<file path="src/rtl/boton_debounce.sv">
// Push-button debouncer: a stable-sample counter FSM yields a clean level,
// single-cycle press/release strobes and a wrapping count of accepted presses.
module boton_debounce #(
    parameter int DEBOUNCE_CYCLES = 270000,
    parameter int CNT_W           = $clog2(DEBOUNCE_CYCLES + 1),
    parameter int COUNT_W         = 8
) (
    input  logic               clk,
    input  logic               rst_n,
    input  logic               sync_in,
    input  logic               count_clr,
    output logic               btn_level,
    output logic               press_pulse,
    output logic               release_pulse,
    output logic [COUNT_W-1:0] press_count,
    output logic [1:0]         dbg_state_o
);

    typedef enum logic [1:0] {
        IDLE_LOW    = 2'd0,
        WAIT_HIGH   = 2'd1,
        STABLE_HIGH = 2'd2,
        WAIT_LOW    = 2'd3
    } state_e;

    localparam logic [CNT_W-1:0]   CNT_LAST  = CNT_W'(DEBOUNCE_CYCLES - 1);
    localparam logic [CNT_W-1:0]   CNT_ONE   = CNT_W'(1);
    localparam logic [COUNT_W-1:0] COUNT_ONE = COUNT_W'(1);

    state_e             state_q, state_d;
    logic [CNT_W-1:0]   cnt_q, cnt_d;
    logic               level_q, level_d;
    logic               press_q, press_d;
    logic               release_q, release_d;
    logic [COUNT_W-1:0] count_q, count_d;

    // press_pulse and release_pulse are plain one-cycle strobes with no
    // backpressure; a consumer must sample them in the cycle they are high.
    always_comb begin
        state_d   = state_q;
        cnt_d     = cnt_q;
        level_d   = level_q;
        press_d   = 1'b0;
        release_d = 1'b0;

        case (state_q)
            IDLE_LOW: begin
                if (sync_in) begin
                    state_d = WAIT_HIGH;
                    cnt_d   = CNT_ONE;
                end else begin
                    cnt_d = '0;
                end
            end
            WAIT_HIGH: begin
                if (!sync_in) begin
                    state_d = IDLE_LOW;
                    cnt_d   = '0;
                end else if (cnt_q == CNT_LAST) begin
                    state_d = STABLE_HIGH;
                    cnt_d   = '0;
                    level_d = 1'b1;
                    press_d = 1'b1;
                end else begin
                    cnt_d = cnt_q + CNT_ONE;
                end
            end
            STABLE_HIGH: begin
                if (!sync_in) begin
                    state_d = WAIT_LOW;
                    cnt_d   = CNT_ONE;
                end else begin
                    cnt_d = '0;
                end
            end
            WAIT_LOW: begin
                if (sync_in) begin
                    state_d = STABLE_HIGH;
                    cnt_d   = '0;
                end else if (cnt_q == CNT_LAST) begin
                    state_d   = IDLE_LOW;
                    cnt_d     = '0;
                    level_d   = 1'b0;
                    release_d = 1'b1;
                end else begin
                    cnt_d = cnt_q + CNT_ONE;
                end
            end
            default: begin
                state_d = IDLE_LOW;
                cnt_d   = '0;
                level_d = 1'b0;
            end
        endcase
    end

    // Clear takes effect first, then the pending press is counted on top.
    always_comb begin
        count_d = count_q;
        if (count_clr) begin
            count_d = press_q ? COUNT_ONE : '0;
        end else if (press_q) begin
            count_d = count_q + COUNT_ONE;
        end
    end

    always_ff @(posedge clk) begin
        if (!rst_n) begin
            state_q   <= IDLE_LOW;
            cnt_q     <= '0;
            level_q   <= 1'b0;
            press_q   <= 1'b0;
            release_q <= 1'b0;
            count_q   <= '0;
        end else begin
            state_q   <= state_d;
            cnt_q     <= cnt_d;
            level_q   <= level_d;
            press_q   <= press_d;
            release_q <= release_d;
            count_q   <= count_d;
        end
    end

    assign btn_level     = level_q;
    assign press_pulse   = press_q;
    assign release_pulse = release_q;
    assign press_count   = count_q;
    assign dbg_state_o   = state_q;

endmodule

</file>
<file path="config.mk">
export PLATFORM = sky130hd
export DESIGN_NAME = boton_debounce
export DESIGN_NICKNAME = d
export VERILOG_FILES = /design/src/rtl/boton_debounce.sv
export SDC_FILE = /design/constraint.sdc
export NUM_CORES = 1
export LEC_CHECK = 0
export CAP_MARGIN = 20
export CELL_PAD_IN_SITES_DETAIL_PLACEMENT = 1
export CELL_PAD_IN_SITES_GLOBAL_PLACEMENT = 1
export CORE_MARGIN = 2
export CORE_UTILIZATION = 44
export DETAILED_ROUTE_END_ITERATION = 10
export GPL_TIMING_DRIVEN = 1
export PLACE_DENSITY_LB_ADDON = 0.05
export REMOVE_ABC_BUFFERS = 1
export SYNTH_ARGS = -nofsm -noshare
export SYNTH_HDL_FRONTEND = slang
export SYNTH_SLANG_ARGS = --single-unit
</file>
<file path="constraint.sdc">
create_clock -name clk -period 3.2 [get_ports clk]
set_input_delay 0.64 -clock clk [delete_from_list [all_inputs] [get_ports clk]]
set_output_delay 0.64 -clock clk [all_outputs]
set_load 0.005 [all_outputs]
</file>
# After elaboration in Yosys (flattened, before gate mapping)
# Index checks and enable logic that the tools add are counted.
[word_totals]
latchBits = 0
out_inout_bits = 13
memories = 0
ff_bits = 32
inputBits = 4
romBits = 0
ramBits = 0
[op_classes]
add_sub_neg = 2
shift = 0
mul = 0
n_lt_le_gt_ge = 0
n_bitwise = 2
n_reduce_logical = 7
div = 0
eq_ne = 12
muxes = 22
[ops]
columns = ["op", "n"]
rows = [
  ["$pmux 19 s4", 1],
  ["$mux 19", 3],
  ["$add 19x1->19 const B", 1],
  ["$eq 19x19->1 const B", 1],
  ["$mux 8", 2],
  ["$mux 2", 6],
  ["$ne 2x2->1 const B", 6],
  ["$add 8x1->8 const B", 1],
  ["$mux 1", 8],
  ["$pmux 2 s4", 1],
  ["$ne 3x3->1 const B", 2],
  ["$reduce_and 5->1", 1],
  ["$eq 2x2->1 const B", 2],
  ["$reduce_and 4->1", 1],
  ["$reduce_bool 2->1", 2],
  ["$reduce_and 3->1", 1],
  ["$reduce_or 3->1", 1],
  ["$eq 2x1->1 const B", 1],
  ["$logic_not 2->1", 1],
  ["$not 1->1", 2],
  ["$pmux 1 s2", 1],
]

# Logic depth before layout (Yosys ltp)
[depth]
word_depth = 4
depth_mapped = 6

# Worst setup path after synthesis
# No wires, ideal clock.
[synth_timing]
kind = "reg2reg"
from = "register cnt_q[0]"
to = "register cnt_q[13]"
setup_slack_ns = 1.444
path_stages_with_launch = 7
arrival_ns = 1.642
path_buffers = 1
setup_time_ns = 0.115
period_less_slack_ns = 1.756
path_cell_list = "dfxtp_1 ha_1 nand3_1 or3_2 o21bai_4 buf_4 nor2_1"
[synth_via]
elab_chain_cells = 4
word_cells_on_any_way = 6
cone_classes = "add/sub: 1; eq/ne: 1; mux: 4"
[synth_rtl]
columns = ["element", "line_no", "source"]
rows = [
  ["start, declared", "31", "logic [CNT_W-1:0] cnt_q, cnt_d;"],
  ["start signal, assigned", "117", "cnt_q <= cnt_d;"],
  ["$add 19x1->19 / $eq 19x19->1 (equally long branches)", "-", ""],
  ["$mux 19 (*)", "59, 80", ""],
  ["$mux 19, on equally long branches", "77, 56", ""],
  ["$pmux 19 s4 (*)", "46", "case (state_q)"],
]
# Mark *: on every way between the ends. The rest lies on a longest branch, timed or not.
# A chain may end at the register's enable or synchronous reset.

# Final worst setup path
[layout_timing]
from = "register cnt_q[0]"
to = "register cnt_q[18]"
# The elaborated chain is that of the path after synthesis.

==> impl_summary.md <==
Route
The detailed router placed approximately 1200 vias in this run. After detailed routing, the number of vias per cell comes to around 5.3. The first-pass iteration count of the detailed router is 3. The detail-routed net length per standard cell is roughly 14 µm.

The final layout contains routed wiring with a total length of about 3100 µm. In this run the remaining antenna-violating nets after routing total 0. The number of DRC markers in iteration 0 is 25. In the routed design, unresolved DRC markers number 0.

Timing
Setup repair after global routing left no endpoint under its margin. The slew at the pin closest to its max-slew limit is 447 ps. The worst path uses 65.0% of the clock period. The top achievable clock speed is 0.481 GHz.

The final setup violation count is 0. The worst path needs 2080 ps of the cycle, external delays included. The max-slew violation count came to 0. Across all setup checks in the final design, the least slack found is ~1100 ps. The hold violation total from the final report was 0. In the final timing run, aggregate negative setup slack is 0 ps.

Between clock sinks in the finished design, the worst skew comes to approximately 5.7 ps. The relative max-transition margin is between 60% and 70%.

Min path
The worst min-delay path category is register to register. The worst hold path begins at btn_level.

Die
The die extent in y is 61.5 µm. The die covers about 3800 µm². Measured along the x axis, the die boundary spans a little over 60 µm. The initial standard-cell utilization of the core is 46.8%. 17 I/O pins were placed. Row generation in the floorplan step produced 20 rows. The area of the core is 3100 µm².

Synth
The share of synthesized area in the top cell type comes to ~44%. The biggest area contributor in the post-synthesis netlist is dfxtp_1. Counting flops with an async set or reset pin after synthesis yields a share of 0%. By area the synthesized netlist is led by dfxtp_1 (44%), nor2_1 (6.7%), xnor2_1 (6.0%). The commonest cells after synthesis are dfxtp_1 (32), nor2_1 (26), xnor2_1 (10). The synthesized netlist occupies a cell area of roughly 1500 µm². Among all flip-flop cells after synthesis, the most frequent one is dfxtp_1. Yosys mapped a number of flops with a built-in enable equal to 0. After synthesis, the netlist uses 40 different library cells.

The sequential area share after synthesis is between 40% and 50%. The number of standard cells after synthesis is 160. Yosys printed 0 warnings.

The most common cell in the synthesized netlist is dfxtp_1. Synthesis inferred 32 register bits. The mean instance size in the synthesized netlist is 9.08 µm².

Job
The number of max-capacitance violations reported is 0.

Clocking
Post-CTS timing repair inserted 0 buffers for setup. For the worst-skew pair, the clock arrives at the later sink with an insertion delay of 330 ps. In this run the deepest clock path goes through 2 buffers.

The H-tree was split into 2 levels. The number of hold-repair buffers added at the cts stage is 0. In this run, post-CTS repair resized a total of 0 instances. The clock transition at the registers of the reported paths is 90 ps. The clock net in this run drives a total of 32 sinks. The buffer type at the clock tree root is clkbuf_4. The CTS tree is yes. Clock tree synthesis inserted a total of 5 buffers.

Critical path
The critical path class is register to register. The worst endpoint data arrival time is between 2000 and 2500 ps. At the worst endpoint, the required time is roughly 3400 ps.

Of all nets on the critical path, the largest fanout is 18. The endpoint class of the critical path is a register. The element type at the critical path start is a register. The critical path launch point is cnt_q[0]. The worst register-to-register path begins at cnt_q[0].

Place
Routability-driven placement finished with a final weighted congestion of roughly 0.84. The placed wire-length estimate after detailed placement is approximately 2400 µm. During placement, the flow inserted port buffers numbering 16. The worst setup slack before clock tree synthesis is roughly 1000 ps.

GRT
The via count of the first global-routing pass is ~1200. The first-pass GRT wire length is about 5300 µm. Entering global routing, the biggest net connects 19 pins. The initial antenna violation count is 0. The total overflow left after global routing is 0. In the global route stage, overall resource usage came out at around a fifth.

Cells and area
The total number of nets in the final design is approximately 190. Cells with a size suffix above 1 make up 9.89% of the layout. Compared with the post-synthesis result, the final layout area differs by 18.1%. 0 antenna diodes ended up in the layout.

Power
The worst vdd rail ir drop is 0.000276 V. In this run the static leakage power is between 0.5 and 0.6 nW. The total power divided by cell area is between 300 and 400 nW/µm².

Run status
The flow ran to the end, and the final reports show no timing, DRC or antenna violations.
==> power breakdown <==
group	switching [mW]	leakage (nW)	internal, mW
logic	0.00984	0.241	0.0104
registers	0.00236	0.258	0.401
clock network	0.128	0.0326	0.108
==> layer usage <==
metal / share of wire (%) / global-route usage [%] / up-vias
li1: - / - / 608
met1: 46 / 23.3 / 576
met2: 50 / 33.3 / 19
met3: 4.4 / 5.67 / 2
met4: 0.32 / 4.56 / 0
met5: 0 / 0 / -
==> through the flow <==
stage | util [%] | std cells | cell area [µm²] | total power [mW] | hold slack, ps
2_1_floorplan | - | 158 | 1440 | 0.421 | 464
3_3_place_gp | 53.4 | 218 | 1660 | 0.432 | 465
3_5_place_dp | 53.4 | 218 | 1660 | 0.433 | 496
4_1_cts | 55.3 | 226 | 1720 | 0.674 | 511
5_1_grt | 55.3 | 226 | 1720 | 0.689 | 535
6_report | 55.3 | 226 | 1720 | 0.659 | 504
==> cells in the final DEF (no fill, tap or decap), types with 5 or more instances in the layout <==
cell type,Yosys,layout
a21oi_1,6,6
clkbuf_4,0,5
clkdlybuf4s50_1,0,16
dfxtp_1,32,32
inv_1,6,6
nand2_1,7,7
nand3_1,8,8
nand4_1,5,5
nor2_1,26,26
o21ai_0,8,8
xnor2_1,10,10
xor2_1,8,8
==> worst max-delay path, cell delays in order, from the launching register on <==
cell      delay, ps
dfxtp_1         370
ha_1            280
nand3_1         180
or3_2           530
o21bai_4        400
o21ba_2         220
==> flip-flops by register name, indices dropped and copies added (netlist names), named ones only <==
register and flops:
cnt_q 19, btn_level 1, press_count 8, press_pulse 1, dbg_state_o 1, release_pulse 1
==> cell families (layout without fill, tap and decap cells) <==
logic type | count (synthesis) | count (layout) | share of synthesized area (%)
xor+xnor | 18 | 18 | 10.9
simple gates | 76 | 76 | 29.7
compound gates | 23 | 23 | 10.6
mux | 1 | 1 | 0.689
fa+ha+maj | 2 | 2 | 1.72
buf+inv | 8 | 30 | 2.33
flops | 32 | 32 | 44.1
==> final cells by class <==
class,instances,area (µm²)
inverters,6,22.5
flip-flops and latches,32,641
repair buffers,16,160
fillers,397,1390
well taps,44,55.1
clock buffers,8,58.8
multi-input cells,120,778
==> final timing paths <==
kind | slack, ps | depth (start not counted) | endpoint
min reg2reg | 500 | 2 | btn_level
max reg2reg | 1120 | 5 | cnt_q[18]
min | 500 | 2 | btn_level
max | 1120 | 5 | cnt_q[18]
Power figures use the tool's default switching activity.
==> patch 1 (config.mk and constraints unchanged) <==
Make the reset (`rst_n`) asynchronous in one clocked block.
--- a/src/rtl/boton_debounce.sv
+++ b/src/rtl/boton_debounce.sv
@@ -104,7 +104,7 @@
         end
     end
 
-    always_ff @(posedge clk) begin
+    always_ff @(posedge clk or negedge rst_n) begin
         if (!rst_n) begin
             state_q   <= IDLE_LOW;
             cnt_q     <= '0;
Behaviour: differs if rst_n is asserted again (counterexample within 4 cycles, from zero or initial values and one cycle with rst_n low); with rst_n held inactive, the same outputs for 10 cycles.
==> patch 1 against the unedited design <==
Die area is 5.8% higher; combinational power is 88% higher; wire length rose by 5.2%; sequential cell count unchanged; final area is 6.3% higher; synthesized cell count down 5.6%; highest routed layer unchanged; critical path type is now reg2out; setup slack better by 0.056 ns; area after synthesis rose by 6.2%; total power up 15%; via count is 2.7% lower.
==> patch 1: results (changes against the unedited design) <==
drtPass1Iterations: 4  # +1
worstPathArrival_ns: 1.38  # -0.93 ns
reg2reg_to: "cnt_q[18]"
critPathCapture: "press_pulse"
max_stage_delay_ns: 0.56  # +0.03 ns
first_iter_violations: 50  # +100%
hold_depth: 1  # -1
min_period_ns: 2.02  # -0.0556 ns
critical-path-top-delay-family: "buffers and inverters"
via_count: 1172  # -2.7%
synth_common_cells: "dfrtp_1, nor2_1, xnor2_1"
clkLatencyLatePin_ns: 0.33  # about the same
drive_gt1_share_pct: 7.02  # -2.9 points
grt_pass1_wl_mm: 5.92  # +12%
r2r_start: "cnt_q[0]"
clock_skew_ns: 0.0105  # +0.00478 ns
largest_reg_flops: 19  # unchanged
rrSetupSlack_ns: 1.19  # +0.07 ns
cts_buffers: 5  # unchanged
status: "finished clean"
antennaDiodeCount: 0  # unchanged
grt_use_total_pct: 18.6  # -0.57 points
ys_async_sr_fraction_pct: 100  # +100 points
yosys.cell_types.count: 33  # -18%
finalWeightedCongestion: 0.745  # -11%
grt_max_degree: 33  # +14
wl_per_cell_um: 15.0  # +9.5%
nets: 176  # -5.9%
dpl.hpwl_mm: 2.31  # -2.8%
worst_pin_slew_ns: 0.529  # +0.0821 ns
nFillCells: 406  # +2.3%
min-delay-start: "btn_level"
dpl_worst_slack_ns: 0.969  # -0.0278 ns
synthFlopType: "dfrtp_1"
leakage_nw: 0.746  # +40%
grt_pass1_vias: 1253  # +7.0%
path_clk_slew_ns: 0.10
synth.area.top_cells: "dfrtp_1, xnor2_1, nor2_1"
io_buffer_count: 16  # unchanged
path_max_fanout: 7  # -11
cp-startpoint: "press_pulse"
ctsResizeCount: 0  # unchanged
antenna_found_initial: 0  # unchanged
ir_worst_vdd_v: 0.000211  # -24%
crit_type: "reg2out"
clk_path_buf_depth: 2  # unchanged
slowest_stage: "clkdlybuf4s50_1"
ys_seq_area_share_pct: 51.9  # +7.8 points
[patch 1: cell types whose count changed after synthesis, moves of 3 or more]
cell / unedited run / this run
a21oi_1: 6 / 3
dfrtp_1: 0 / 32
dfxtp_1: 32 / 0
nor2b_1: 3 / 0
nor3_1: 1 / 6
o21ai_0: 8 / 3
[patch 1: per-stage QoR]
stage               cells  area (um^2)
floorplan             146         1520
global placement      209         1750
detailed placement    209         1750
CTS                   217         1820
global route          217         1820
finish                217         1820
[patch 1: logic make-up (layout without fill, tap and decap cells)]
family                     after synthesis  count (layout)  share of synthesized area, %
buffers and inverters                    9              29                          2.35
AOI/OAI and AO/OA                       11              11                          4.46
muxes                                    3               3                          2.03
DFF                                     32              32                          51.9
xor gates and xnor gates                21              21                          11.9
adders and majority gates                2               2                          1.62
and+or+nand+nor                         73              73                          25.7
[patch 1: area by class of cell]
class	count	share of cell area, %
Multi-Input combinational cell	110	38.7
Sequential cell	32	43.9
Clock buffer	6	2.26
Inverter	4	0.824
Tap cell	46	3.16
Timing Repair Buffer	17	9.20
Clock inverter	2	1.92
[patch 1: worst min path at each step]
| stage | endpoint | slack [ns] |
|---|---|---|
| after floorplan | async pin | 0.34 |
| after global placement | btn_level | 0.49 |
| after detailed placement | btn_level | 0.50 |
| after CTS | btn_level | 0.53 |
| after global routing | btn_level | 0.54 |
| final | btn_level | 0.53 |
[patch 1: power by group]
part	switching, mW	leakage [nW]	internal [mW]
combinational	0.0238	0.264	0.0141
clock	0.140	0.0422	0.164
sequential	0.00729	0.440	0.409
[patch 1: per-layer routing]
layer,GRT usage (%),part of all wire (%),up-vias
met2,30.3,48,14
met5,0,0,-
li1,-,-,561
met1,24.7,48,593
met3,5.18,3.2,4
met4,4.08,0.89,0
==> patch 2 (config.mk and constraints unchanged) <==
Without the edit above. Set the parameter `DEBOUNCE_CYCLES` to 135000 (it was 270000).
--- a/src/rtl/boton_debounce.sv
+++ b/src/rtl/boton_debounce.sv
@@ -1,7 +1,7 @@
 // Push-button debouncer: a stable-sample counter FSM yields a clean level,
 // single-cycle press/release strobes and a wrapping count of accepted presses.
 module boton_debounce #(
-    parameter int DEBOUNCE_CYCLES = 270000,
+    parameter int DEBOUNCE_CYCLES = 135000,
     parameter int CNT_W           = $clog2(DEBOUNCE_CYCLES + 1),
     parameter int COUNT_W         = 8
 ) (
Check against the original RTL: no difference found for any inputs over 10 cycles, from zero or initial values and one cycle with rst_n low; that may be too few to reach the edited logic, so the function may still have changed.
==> patch 2 against the unedited design <==
Wire length is 3.5% lower; clock skew up 0.0087 ns; maximum frequency is 0.71% lower; sequential cell count is 1 lower; sequential share of layout area is 0.26 points higher; area after synthesis fell by 2.3%; setup slack got worse by 0.015 ns; synthesized cell count down 2.5%; final area decreased by 3.8%; global-route usage is 0.085 points higher; total power down 1.5%; largest cell class unchanged.
==> patch 2: results (changes against the unedited design) <==
nets: 179  # -4.3%
slew_headroom_pct: 47.9  # -22 points
post-route-cell-area_mm2: 0.00165  # -3.8%
grt_use_met1_pct: 23.0  # -0.35 points
antennaDiodeCount: 0  # unchanged
synth_common_cells: "dfxtp_1, nor2_1, xor2_1"
p_seq_mw: 0.393  # -2%
cts_buffers: 5  # unchanged
min_path_type: "reg2reg"
rr_worst_depth: 5  # unchanged
clk_path_buf_depth: 2  # unchanged
ctsRootBufferMaster: "clkbuf_4"
drtPass1Iterations: 4  # +1
largest_reg_flops: 18  # -1
post_synth_xor_area_fraction_pct: 10.5  # -0.36 points
ir_worst_vdd_v: 0.000264  # -4.6%
via_count: 1155  # -4.1%
synth_fa_ha_area_share_pct: 1.76  # +0.041 points
hold_depth: 2  # unchanged
status: "finished clean"
drive_gt1_share_pct: 8.09  # -1.8 points
ys_seq_area_share_pct: 43.7  # -0.36 points
synth_compound_area_share_pct: 9.26  # -1.3 points
slowest_stage: "o2111ai_2"
grt_pass1_wl_mm: 5.25  # -0.79%
min_to: "press_count[7]"
reg2reg_to: "cnt_q[8]"
r2r_start: "cnt_q[0]"
clock_skew_ns: 0.0145  # +0.00873 ns
antenna_found_initial: 0  # unchanged
max_stage_delay_ns: 0.70  # +0.17 ns
synthMuxAreaShare_pct: 0.705  # +0.016 points
synth.area.top_cells: "dfxtp_1, xor2_1, nor2_1"
finalWeightedCongestion: 0.777  # -7.6%
placed_cell_area_mm2: 0.00159  # -3.8%
path_max_fanout: 17  # -1
min-delay-start: "press_count[7]"
p_switching_mw: 0.144  # +3.1%
wl_per_cell_um: 13.8  # +0.52%
grt_max_degree: 18  # -1
gr-usage-met2_pct: 32.9  # -0.41 points
comb-power_mw: 0.0246  # +22%
grt_use_total_pct: 19.2  # +0.085 points
grt_pass1_vias: 1140  # -2.6%
dpl.hpwl_mm: 2.23  # -6.3%
top_register: "cnt_q"
cp-startpoint: "cnt_q[0]"
yosys.cell_types.count: 36  # -10%
p_comb_share_pct: 3.8  # +0.7 points
leakage_nw: 0.565  # +6.3%
critPathCapture: "cnt_q[8]"
final.setup.tns_ns: 0  # unchanged
first_iter_violations: 36  # +44%
path_clk_slew_ns: 0.10
nFillCells: 369  # -7.1%
worstPathArrival_ns: 2.27  # -0.04 ns
met3_usage_pct: 5.76  # +0.085 points
patch 2: cell count changes after synthesis, moves of 3 or more:
cell,delta
inv_1,-3
xor2_1,+7
xnor2_1,-8
nor4_1,-4
nor2_1,-5
and2_1,+4
and3_1,+3
patch 2: kinds of logic (layout without fill, tap and decap cells):
| kind of cell | Yosys count | count (layout) |
|---|---|---|
| buf+inv | 9 | 26 |
| fa+ha+maj | 2 | 2 |
| simple gates | 76 | 76 |
| xor+xnor | 17 | 17 |
| mux | 1 | 1 |
| compound gates | 20 | 20 |
| flops | 31 | 31 |
patch 2: through the flow:
step / cells / hold WS, ns / setup slack, ns
2_1_floorplan: 150 / 0.471 / 1.54
3_3_place_gp: 210 / 0.465 / 0.969
3_5_place_dp: 210 / 0.496 / 0.849
4_1_cts: 217 / 0.510 / 1.08
5_1_grt: 217 / 0.549 / 0.871
6_report: 217 / 0.499 / 1.11
patch 2: layout make-up:
| class | instances | share of cell area [%] |
|---|---|---|
| clock inverter | 1 | 0.303 |
| multi-input combinational | 116 | 45.3 |
| clock buffer | 6 | 3.11 |
| timing repair buffer | 16 | 9.70 |
| inverter | 3 | 0.682 |
| sequential | 31 | 37.6 |
| tap | 44 | 3.34 |
patch 2: worst max-delay path, delay by kind of cell, from the launching register on:
kind            cells  cell delay [ns]
compound gates      1             0.70
simple gates        3             0.58
flops               1             0.41
fa+ha+maj           1             0.25
patch 2: metal layers:
| layer | vias to the layer above | routed length [um] |
|---|---|---|
| met5 | - | 0 |
| met4 | 0 | 49 |
| met3 | 4 | 92 |
| met2 | 17 | 1530 |
| met1 | 558 | 1320 |
| li1 | 576 | - |
